**config.mk**
```make
export PLATFORM = sky130hd
export DESIGN_NAME = mmss_timer_ctrl
export DESIGN_NICKNAME = d
export VERILOG_FILES = /design/src/rtl/mmss_timer_ctrl.sv
export SDC_FILE = /design/constraint.sdc
export NUM_CORES = 1
export LEC_CHECK = 0
export ABC_AREA = 1
export CELL_PAD_IN_SITES_DETAIL_PLACEMENT = 0
export CELL_PAD_IN_SITES_GLOBAL_PLACEMENT = 1
export CORE_ASPECT_RATIO = 0.6
export CORE_MARGIN = 1.5
export CORE_UTILIZATION = 40
export DETAILED_ROUTE_END_ITERATION = 16
export HOLD_SLACK_MARGIN = 0.08
export PLACE_DENSITY_LB_ADDON = 0.3
export SETUP_SLACK_MARGIN = 0.02
export SYNTH_ARGS = -nofsm -noshare
export SYNTH_HDL_FRONTEND = slang
export SYNTH_SLANG_ARGS = --single-unit
```
**constraint.sdc**
```tcl
create_clock -name clk -period 2.2 [get_ports clk]
set_input_delay 0.44 -clock clk [delete_from_list [all_inputs] [get_ports clk]]
set_output_delay 0.44 -clock clk [all_outputs]
set_load 0.005 [all_outputs]
```
**src/rtl/mmss_timer_ctrl.sv**
```systemverilog
// Minutes:seconds stopwatch / countdown timer with one-second prescaler and control FSM.
// Optional lap capture (lap, lap_min, lap_sec, lap_valid) is built when MMSS_LAP_EN is defined.
module mmss_timer_ctrl #(
  parameter int unsigned TICK_DIV  = 100_000_000,
  parameter int unsigned MIN_WIDTH = 7,
  parameter int unsigned MAX_MIN   = 99
) (
  input  logic                 clk,
  input  logic                 rst,
  input  logic                 start,
  input  logic                 pause,
  input  logic                 clear,
  input  logic                 set_en,
  input  logic [MIN_WIDTH-1:0] set_min,
  input  logic [5:0]           set_sec,
  input  logic                 mode,
`ifdef MMSS_LAP_EN
  input  logic                 lap,
  output logic [MIN_WIDTH-1:0] lap_min,
  output logic [5:0]           lap_sec,
  output logic                 lap_valid,
`endif
  output logic [MIN_WIDTH-1:0] minutes,
  output logic [5:0]           seconds,
  output logic                 running,
  output logic                 expired,
  output logic                 alarm
);

  localparam int unsigned PW = (TICK_DIV > 2) ? $clog2(TICK_DIV) : 1;
  localparam logic [PW-1:0]        PRESC_LAST = PW'(TICK_DIV - 1);
  localparam logic [MIN_WIDTH-1:0] MAX_MIN_V  = MIN_WIDTH'(MAX_MIN);
  localparam logic [5:0]           SEC_MAX    = 6'd59;

  typedef enum logic [1:0] {
    S_IDLE    = 2'd0,
    S_RUN     = 2'd1,
    S_PAUSE   = 2'd2,
    S_EXPIRED = 2'd3
  } state_t;

  state_t               state_q, state_d;
  logic [MIN_WIDTH-1:0] min_d;
  logic [5:0]           sec_d;
  logic [PW-1:0]        presc_q, presc_d;
  logic                 mode_q, mode_d;
  logic                 expired_d;
  logic [MIN_WIDTH-1:0] set_min_clamp;
  logic [5:0]           set_sec_clamp;

  // Preset values are saturated to the largest displayable time.
  assign set_min_clamp = (set_min > MAX_MIN_V) ? MAX_MIN_V : set_min;
  assign set_sec_clamp = (set_sec > SEC_MAX)   ? SEC_MAX   : set_sec;

  // State register and registered outputs.
  always_ff @(posedge clk) begin
    if (rst) begin
      state_q <= S_IDLE;
      minutes <= '0;
      seconds <= '0;
      presc_q <= '0;
      mode_q  <= 1'b1;
      expired <= 1'b0;
      running <= 1'b0;
      alarm   <= 1'b0;
    end else begin
      state_q <= state_d;
      minutes <= min_d;
      seconds <= sec_d;
      presc_q <= presc_d;
      mode_q  <= mode_d;
      expired <= expired_d;
      running <= (state_d == S_RUN);
      alarm   <= (state_d == S_EXPIRED);
    end
  end

  // Next-state, time and prescaler logic; clear overrides every other command.
  always_comb begin
    state_d   = state_q;
    min_d     = minutes;
    sec_d     = seconds;
    presc_d   = presc_q;
    mode_d    = mode_q;
    expired_d = 1'b0;

    if (clear) begin
      state_d = S_IDLE;
      min_d   = '0;
      sec_d   = '0;
      presc_d = '0;
    end else begin
      case (state_q)
        S_IDLE: begin
          if (set_en) begin
            min_d   = set_min_clamp;
            sec_d   = set_sec_clamp;
            presc_d = '0;
          end else if (start) begin
            mode_d  = mode;
            presc_d = '0;
            // Counting down from 00:00 would expire immediately, so refuse to start.
            if (mode || (minutes != '0) || (seconds != '0)) begin
              state_d = S_RUN;
            end
          end
        end

        S_RUN: begin
          if (pause) begin
            state_d = S_PAUSE;
          end else if (presc_q == PRESC_LAST) begin
            presc_d = '0;
            if (mode_q) begin
              if ((minutes == MAX_MIN_V) && (seconds == SEC_MAX)) begin
                expired_d = 1'b1;
                state_d   = S_EXPIRED;
              end else if (seconds == SEC_MAX) begin
                sec_d = '0;
                min_d = minutes + MIN_WIDTH'(1);
              end else begin
                sec_d = seconds + 6'd1;
              end
            end else begin
              if ((minutes == '0) && (seconds <= 6'd1)) begin
                sec_d     = '0;
                expired_d = 1'b1;
                state_d   = S_EXPIRED;
              end else if (seconds == '0) begin
                sec_d = SEC_MAX;
                min_d = minutes - MIN_WIDTH'(1);
              end else begin
                sec_d = seconds - 6'd1;
              end
            end
          end else begin
            presc_d = presc_q + PW'(1);
          end
        end

        S_PAUSE: begin
          if (set_en) begin
            state_d = S_IDLE;
            min_d   = set_min_clamp;
            sec_d   = set_sec_clamp;
            presc_d = '0;
          end else if (start) begin
            state_d = S_RUN;
          end
        end

        S_EXPIRED: begin
          if (set_en) begin
            state_d = S_IDLE;
            min_d   = set_min_clamp;
            sec_d   = set_sec_clamp;
            presc_d = '0;
          end
        end

        default: begin
          state_d = S_IDLE;
        end
      endcase
    end
  end

`ifdef MMSS_LAP_EN
  // Lap capture samples the displayed (pre-tick) time while running.
  always_ff @(posedge clk) begin
    if (rst || clear) begin
      lap_min   <= '0;
      lap_sec   <= '0;
      lap_valid <= 1'b0;
    end else if ((state_q == S_RUN) && lap) begin
      lap_min   <= minutes;
      lap_sec   <= seconds;
      lap_valid <= 1'b1;
    end
  end
`endif

endmodule

```
==> metrics list <==
* Number of port buffers: 35
* Count of final setup violators: 0
- Stage delay of the slowest cell on the critical path: 0.50 ns
* Clock tree from TritonCTS: built
* Maxcap violations: 0
* Worst-skew pair later-pin latency: 0.28 ns
* Die W: 120 µm
- Xor and xnor fraction of the mapped netlist area: 4.27%
- Yosys reg bits: between 40 and 50
* Cell taking the most area after synthesis: sky130_fd_sc_hd__dfxtp_1
- Of all flip-flops after synthesis, the portion carrying an async set or reset was 0%.
- Hold repair after CTS inserted 0 buffers.
- The synthesized design devotes to its leading area cell type 28.0% of total area.
- Status: finished, final reports clean
- Worst flop-to-flop path endpoint: minutes[0]$_SDFFE_PP0P_
* Ys flop type: sky130_fd_sc_hd__dfxtp_1
* Slack of the critical path: between 0.2 and 0.3 ns
- Worst reg-to-reg path cell count: 10
- H-tree levels: 2
- Synth Warn #: 0
- Synthesized netlist net count: 552
- Post-synthesis area per instance: between 6 and 7 µm²
- The core region is 7910 µm².
- Share of synthesized cell area in full adder, half adder and majority cells: 4.04%
- Number of instances on the worst hold path: 2
- Worst min-delay path startpoint: presc_q[1]$_SDFFE_PP0P_
- Final cycle utilization of the critical path: 87.4%
- The pre-antenna-repair detailed-routing pass consisted of 5 iterations.
- Required @ worst endpoint: 1.76 ns
* Largest cells by area after synthesis: sky130_fd_sc_hd__dfxtp_1 28%, sky130_fd_sc_hd__nand2_1 15%, sky130_fd_sc_hd__nor2_1 12%
- Startpoint kind of the worst setup timing path: flop
- Cells with a size suffix above 1 make up 10.4% of the layout.
- The final layout contains routed wiring with a total length of about 8900 µm.
* Fraction of the mapped netlist area in compound gates: ~7.6%
* Remaining DRCs: 0
* Worst hold margin: 0.495 ns
- Walking the worst path, the cells encountered are buf_4, clkdlybuf4s50_1.
- Pin count of the biggest net entering global routing: 22
- Crit path capture type: primary output
* Chip Height: 73.2 µm
- Utilization after layout: about half
* Drt first-iter violations: approximately 320
- Along the worst path, the maximum fanout reaches 7.
- Fmax: between 500 and 600 MHz
* Post-DRT Antenna Nets: 0
- Number of global-route vias before repair: 2878
* Clk Tree Root Cell: sky130_fd_sc_hd__clkbuf_16
- Multiplexer share of the synthesized area: 0%
- Type of the tightest min-delay check: reg2reg
- The die covers 8780 µm².
- Data on the critical path arrives at its endpoint at 1.48 ns.
- Compared with the post-synthesis result, the final layout area differs by 19.6%.
- Summing the areas of all and, or, nand and nor instances in the mapped netlist gives a little under half of the synthesized area.
- Global route hottest layer: met1
- Wire length of the first global-routing pass: approximately 15000 µm
* Worst-case vdd ir drop: 0.256 mV
- Total clock sinks: 46
- The number of antenna violations at the first check in global routing was 0.
- Average routed wire per standard cell: roughly 13 µm
- Total Neg Setup Slack: 0 ns
- Counting flops with a built-in enable in the synthesized netlist gives 0.
* Fraction of met2 tracks used by global routing: 25.3%
* Vias after detailed routing: 3318
- Resized cells post-CTS: 0
* Combinational family with the most area after synthesis: simple AND/OR/NAND/NOR gates
- Across all register-to-register paths, the minimum setup slack is roughly 0.31 ns.
* Register area share after synthesis: about 28%
- Placement-stage worst setup slack: 0.162 ns
- The critical path in this run is classified as reg2out.
* CTS Buf Count: 5
- DPL Wire Length: 7130 µm
- I/O pin cnt: 36
- The final number of max-transition violations came to 0.
* Final instance count without filler cells: 673
* Leakage: 0.00162 µW
- Unique masters post-synth: 37
- Final weighted congestion in routability-driven placement: between 0.8 and 0.9
- Combined area of all synthesized cells: 3290 µm²
- 0 antenna diodes ended up in the layout.
- RSZ-0062 raised after global routing: false
- The worst pin sits at a relative slew slack of a little over two thirds.
* Post-CTS Setup Inserts: 0
* Final Hold Viols: 0
* Average via count per standard cell: 4.93
- Seq. cell area: between 900 and 1000 µm²
- Initial Util: 41.5%
* Min-Delay Endpoint: presc_q[1]$_SDFFE_PP0P_
* Launching instance or port of the critical path: seconds[2]$_SDFFE_PP0P_
- For met1 alone, demand over resource in global routing was 37.1%.
* Tightest Pin Transition: 0.436 ns
- After global routing the overflow that remains totals 0.
* Number of fill cells in the layout: 818
* Row count: 25
- Minimum clock period after layout: 1.92 ns
- Multi-input logic area: 2080 µm²
* Gate count of the mapped netlist: 522
* Met3 track utilization from global routing: about 5.2%
* Global routing usage summed across all routing layers: between 20 and 25%
* Startpoint of the lowest-slack register-to-register path: seconds[1]$_SDFFE_PP0P_
- Number of nets at the end of the flow: ~600
* Reg clk slew, reported paths: 0.06 ns
* Critical path's slowest cell: sky130_fd_sc_hd__clkdlybuf4s50_1
- Clk_skew: 0.00392 ns
- Power per Cell Area: 501 nW/µm²
- In this run the deepest clock path goes through 2 buffers.
- Number of cells in the design after placement: roughly 670
[cells in the final DEF (no fill, tap or decap), types with 7 or more instances in the layout]
master,instances
sky130_fd_sc_hd__xor2_1,15
sky130_fd_sc_hd__nor3_1,8
sky130_fd_sc_hd__nand2_1,128
sky130_fd_sc_hd__ha_1,9
sky130_fd_sc_hd__a21oi_1,26
sky130_fd_sc_hd__dfxtp_1,46
sky130_fd_sc_hd__inv_1,52
sky130_fd_sc_hd__nand2_2,7
sky130_fd_sc_hd__o21ai_0,13
sky130_fd_sc_hd__nor2_1,101
sky130_fd_sc_hd__buf_4,11
sky130_fd_sc_hd__clkdlybuf4s50_1,35
sky130_fd_sc_hd__nand3_1,45
sky130_fd_sc_hd__nand4_1,13
[synth_stat cells (3+ instances only)]
cell                         n
sky130_fd_sc_hd__nor3_2      3
sky130_fd_sc_hd__dfxtp_1    46
sky130_fd_sc_hd__nand2_2     7
sky130_fd_sc_hd__nor3_1      8
sky130_fd_sc_hd__buf_4       3
sky130_fd_sc_hd__o21ai_0    13
sky130_fd_sc_hd__a21oi_1    26
sky130_fd_sc_hd__or2_2       4
sky130_fd_sc_hd__nor2_4      4
sky130_fd_sc_hd__nand2_4     4
sky130_fd_sc_hd__nand4_1    13
sky130_fd_sc_hd__nor2_2      5
sky130_fd_sc_hd__o21bai_1    3
sky130_fd_sc_hd__nand3_1    45
sky130_fd_sc_hd__xor2_1     15
sky130_fd_sc_hd__o21ai_1     3
sky130_fd_sc_hd__nand3_2     5
sky130_fd_sc_hd__nand2_1   128
sky130_fd_sc_hd__inv_1      52
sky130_fd_sc_hd__inv_2       5
sky130_fd_sc_hd__nor2_1    101
sky130_fd_sc_hd__ha_1        9
[routing by layer]
layer / routed length [µm] / vias up
li1: - / 1749
met1: 5180 / 1457
met2: 2960 / 107
met3: 717 / 5
met4: 47 / 0
met5: 0 / -
[worst max path at each step]
| stage | to | slack, ns |
|---|---|---|
| after global placement | presc_q[13]$_SDFFE_PP0P_ | 0.16 |
| after CTS | seconds[2] | 0.28 |
| after floorplan | minutes[6]$_SDFFE_PP0P_ | 0.48 |
| after global routing | minutes[3]$_SDFFE_PP0P_ | 0.12 |
| after detailed placement | presc_q[13]$_SDFFE_PP0P_ | 0.16 |
| final | seconds[2] | 0.28 |
[metrics by stage]
stage	area (µm²)	power (µW)
3_5_place_dp	3790	1250
5_1_grt	3930	2070
2_1_floorplan	3290	1110
6_report	3930	1970
3_3_place_gp	3790	1240
4_1_cts	3930	1980
[report_power, final]
group,switching (µW),internal (µW)
Sequential,26.8,849
Clock,297,439
Combinational,205,151
Total,528,1440
[worst max-delay path, delay by kind of cell (launching register included)]
kind	cells	cell delay, ns
flops	1	0.49
buf+inv	2	0.71
[cells by family (layout without fill, tap and decap cells)]
group,Yosys count,in the layout
simple gates,335,335
xor+xnor,16,16
flops,46,46
buf+inv,68,111
fa+ha+maj,10,10
compound gates,47,47
[state kept, by name, summed over array words and instances (netlist names)]
signal	count
alarm	1
expired	1
minutes	7
mode_q	1
presc_q	27
running	1
seconds	6
state_q	2
[layout make-up]
| type | count | area share [%] |
|---|---|---|
| multi-input cells | 408 | 52.9 |
| flip-flops and latches | 46 | 23.4 |
| repair buffers | 46 | 11.0 |
| inverters | 59 | 5.70 |
| clock buffers | 6 | 3.53 |
| well taps | 108 | 3.44 |
(Power assumes the default switching activity.)
==> RTL edit, RTL diff (same flow settings) <==
The 4 states of `state_t` get a Gray code encoding in 2 bits.
--- a/src/rtl/mmss_timer_ctrl.sv
+++ b/src/rtl/mmss_timer_ctrl.sv
@@ -35,6 +35,6 @@
   typedef enum logic [1:0] {
-    S_IDLE    = 2'd0,
-    S_RUN     = 2'd1,
-    S_PAUSE   = 2'd2,
-    S_EXPIRED = 2'd3
+    S_IDLE    = 2'b00,
+    S_RUN     = 2'b01,
+    S_PAUSE   = 2'b11,
+    S_EXPIRED = 2'b10
   } state_t;
Check against the original RTL: same outputs for any inputs over 4 cycles, from zero or initial values and one cycle with rst high; so few cycles prove little.
==> RTL edit against the original RTL <==
  * Setup slack improved by 0.0028 ns
  * Die area rose by 3.1%
  * Synthesized area grew 3.2%
  * Largest power group is now the clock network
  * Largest cell class unchanged
  * Sequential cell count unchanged
  * Via count is 14% higher
  * Wire length grew 15%
  * Total power up 6.1%
  * Maximum frequency up 0.15%
  * Design area rose by 4.4%
  * Clock power grew 19%
==> RTL edit: results (changes against the original RTL) <==
hold path start=presc_q[23]$_SDFFE_PP0P_; # diodes=0 (unchanged); vias in the first global route=3179 (+10%); clock buffer depth=2 (unchanged); Root Buffer=clkbuf_16; Worst EP arrival=2.13 ns (+0.65 ns); Filler cells=828 (+1.2%); DPL Wire Length=8.06 mm (+13%); largest net degree at the start of global routing=19 (-14%); outcome=completed; worst r2r src=seconds[1]$_SDFFE_PP0P_; Synth Flop Type=dfxtp_1; Synth warnings=0 (unchanged); first-pass GRT wire length=16.5 mm (+12%); DRT iter0 DRCs=511 (+58%); sequential share of the synthesized area=0.271 (-0.00879); Top Registers=presc_q x27, minutes x7, seconds x6; H-tree depth=2 (unchanged); relative slew slack=0.649 (-0.0587); DRT Pass-1 Iters=5 (unchanged); WL final=10.2 mm (+15%); main area contributors after synthesis=dfxtp_1 27%, nand2_1 19%, nor2_1 9.6%; clk_skew=0.00351 ns (-0.000412 ns); top post-synthesis cells by count=171 x nand2_1, 87 x nor2_1, 69 x inv_1; total nets after synthesis=607 (+10%); FFs w/ async S/R, synth=0 (unchanged); leakage power=0.00179 uW (+11%); fin nets=653 (+9.6%); CP startpoint kind=flop; initial antenna violation count=0 (unchanged); share of post-route cells with drive strength above 1=0.0753 (-0.0291); post-synthesis cell type count=35 (-5.4%); Synth Area in Adders=0.0391 (-0.00127); later-pin clock latency in the skew report=roughly 0.29 ns; HP Class=reg2reg; CTS Buf Count=5 (unchanged); Sw Pwr=557 uW (+5.4%); routability congestion estimate=0.999 (+13%); GRT Overall Usage=0.239 (+0.0229); Compound-Gate Fraction of Synth Area=0.0992 (+0.0231); CP Max Fanout=10 (+3); worst vdd ir=0.000256 V (about the same); Post-Synth XOR/XNOR Area=0.0232 (-0.0194); Vias=3784 (+14%)
RTL edit: cell count changes in the layout (fill, tap and decap cells not counted), moves of 4 or more:
cell,delta
a21oi_1,+7
inv_1,+17
nor3_1,+8
nand3_1,+4
nand2_1,+43
nor2_1,-15
o21ai_0,+10
xor2_1,-10
nand3_2,-5
buf_4,+4
RTL edit: layout make-up:
| type | instances | share of cell area |
|---|---|---|
| clock inverter | 1 | 0.00732 |
| sequential | 46 | 0.225 |
| tap | 108 | 0.0329 |
| multi-input combinational | 445 | 0.517 |
| clock buffer | 7 | 0.0323 |
| timing repair buffer | 51 | 0.118 |
| inverter | 74 | 0.0677 |
RTL edit: cell families (layout without fill, tap and decap cells):
kind of cell               count (synthesis)  after routing
adders and majority gates                 10             10
buffers and inverters                     86            133
AOI/OAI and AO/OA                         64             64
DFF                                       46             46
and+or+nand+nor                          362            362
xor gates and xnor gates                   9              9
RTL edit: worst paths after layout:
kind / endpoint / slack, ns / depth (start not counted)
worst max-delay path: minutes[5]$_SDFFE_PP0P_ / 0.28 / 11
worst min-delay path: presc_q[23]$_SDFFE_PP0P_ / 0.52 / 2
worst max register to register: minutes[5]$_SDFFE_PP0P_ / 0.28 / 11
worst min register to register: presc_q[23]$_SDFFE_PP0P_ / 0.52 / 2
RTL edit: routing by layer:
metal,GRT usage,part of all wire
met1,0.392,0.56
met3,0.0744,0.11
met2,0.287,0.33
met4,0.0471,0.0074
met5,0,0
RTL edit: repair_timing:
action | 4_1_cts | 5_1_grt
endpoints found under the setup margin | 0 | 1
gates resized for setup | 0 | 1
hold buffers | 0 | 0
hold endpoints to repair | 0 | 0
buffers inserted | 0 | 0
RTL edit: through the flow:
step | hold slack (ns) | power (uW) | setup slack, ns | std cells | cell area [um2]
after global placement | 0.496 | 1220 | 0.176 | 724 | 3940
after global routing | 0.560 | 2180 | 0.0568 | 732 | 4100
after detailed placement | 0.511 | 1220 | 0.123 | 724 | 3940
after CTS | 0.521 | 2100 | 0.252 | 732 | 4100
final | 0.515 | 2090 | 0.280 | 732 | 4100
after floorplan | 0.470 | 1080 | 0.543 | 577 | 3390
RTL edit: worst max-delay path, stage by stage, from the launching register on:
cell,delay (ns)
dfxtp_1,0.31
buf_4,0.15
inv_1,0.08
ha_1,0.24
nor2_1,0.09
nor2_1,0.17
nand3_1,0.12
nand3_1,0.11
nand2_2,0.16
nand2_2,0.19
nand2_1,0.06
a21oi_1,0.16
RTL edit: power by group through the flow:
| stage | Clock, uW | Combinational [uW] | Sequential [uW] |
|---|---|---|---|
| global route | 933 | 375 | 874 |
| detailed placement | 0 | 331 | 890 |
| global placement | 0 | 330 | 890 |
| CTS | 892 | 333 | 871 |
| finish | 876 | 339 | 872 |
| floorplan | 0 | 194 | 884 |
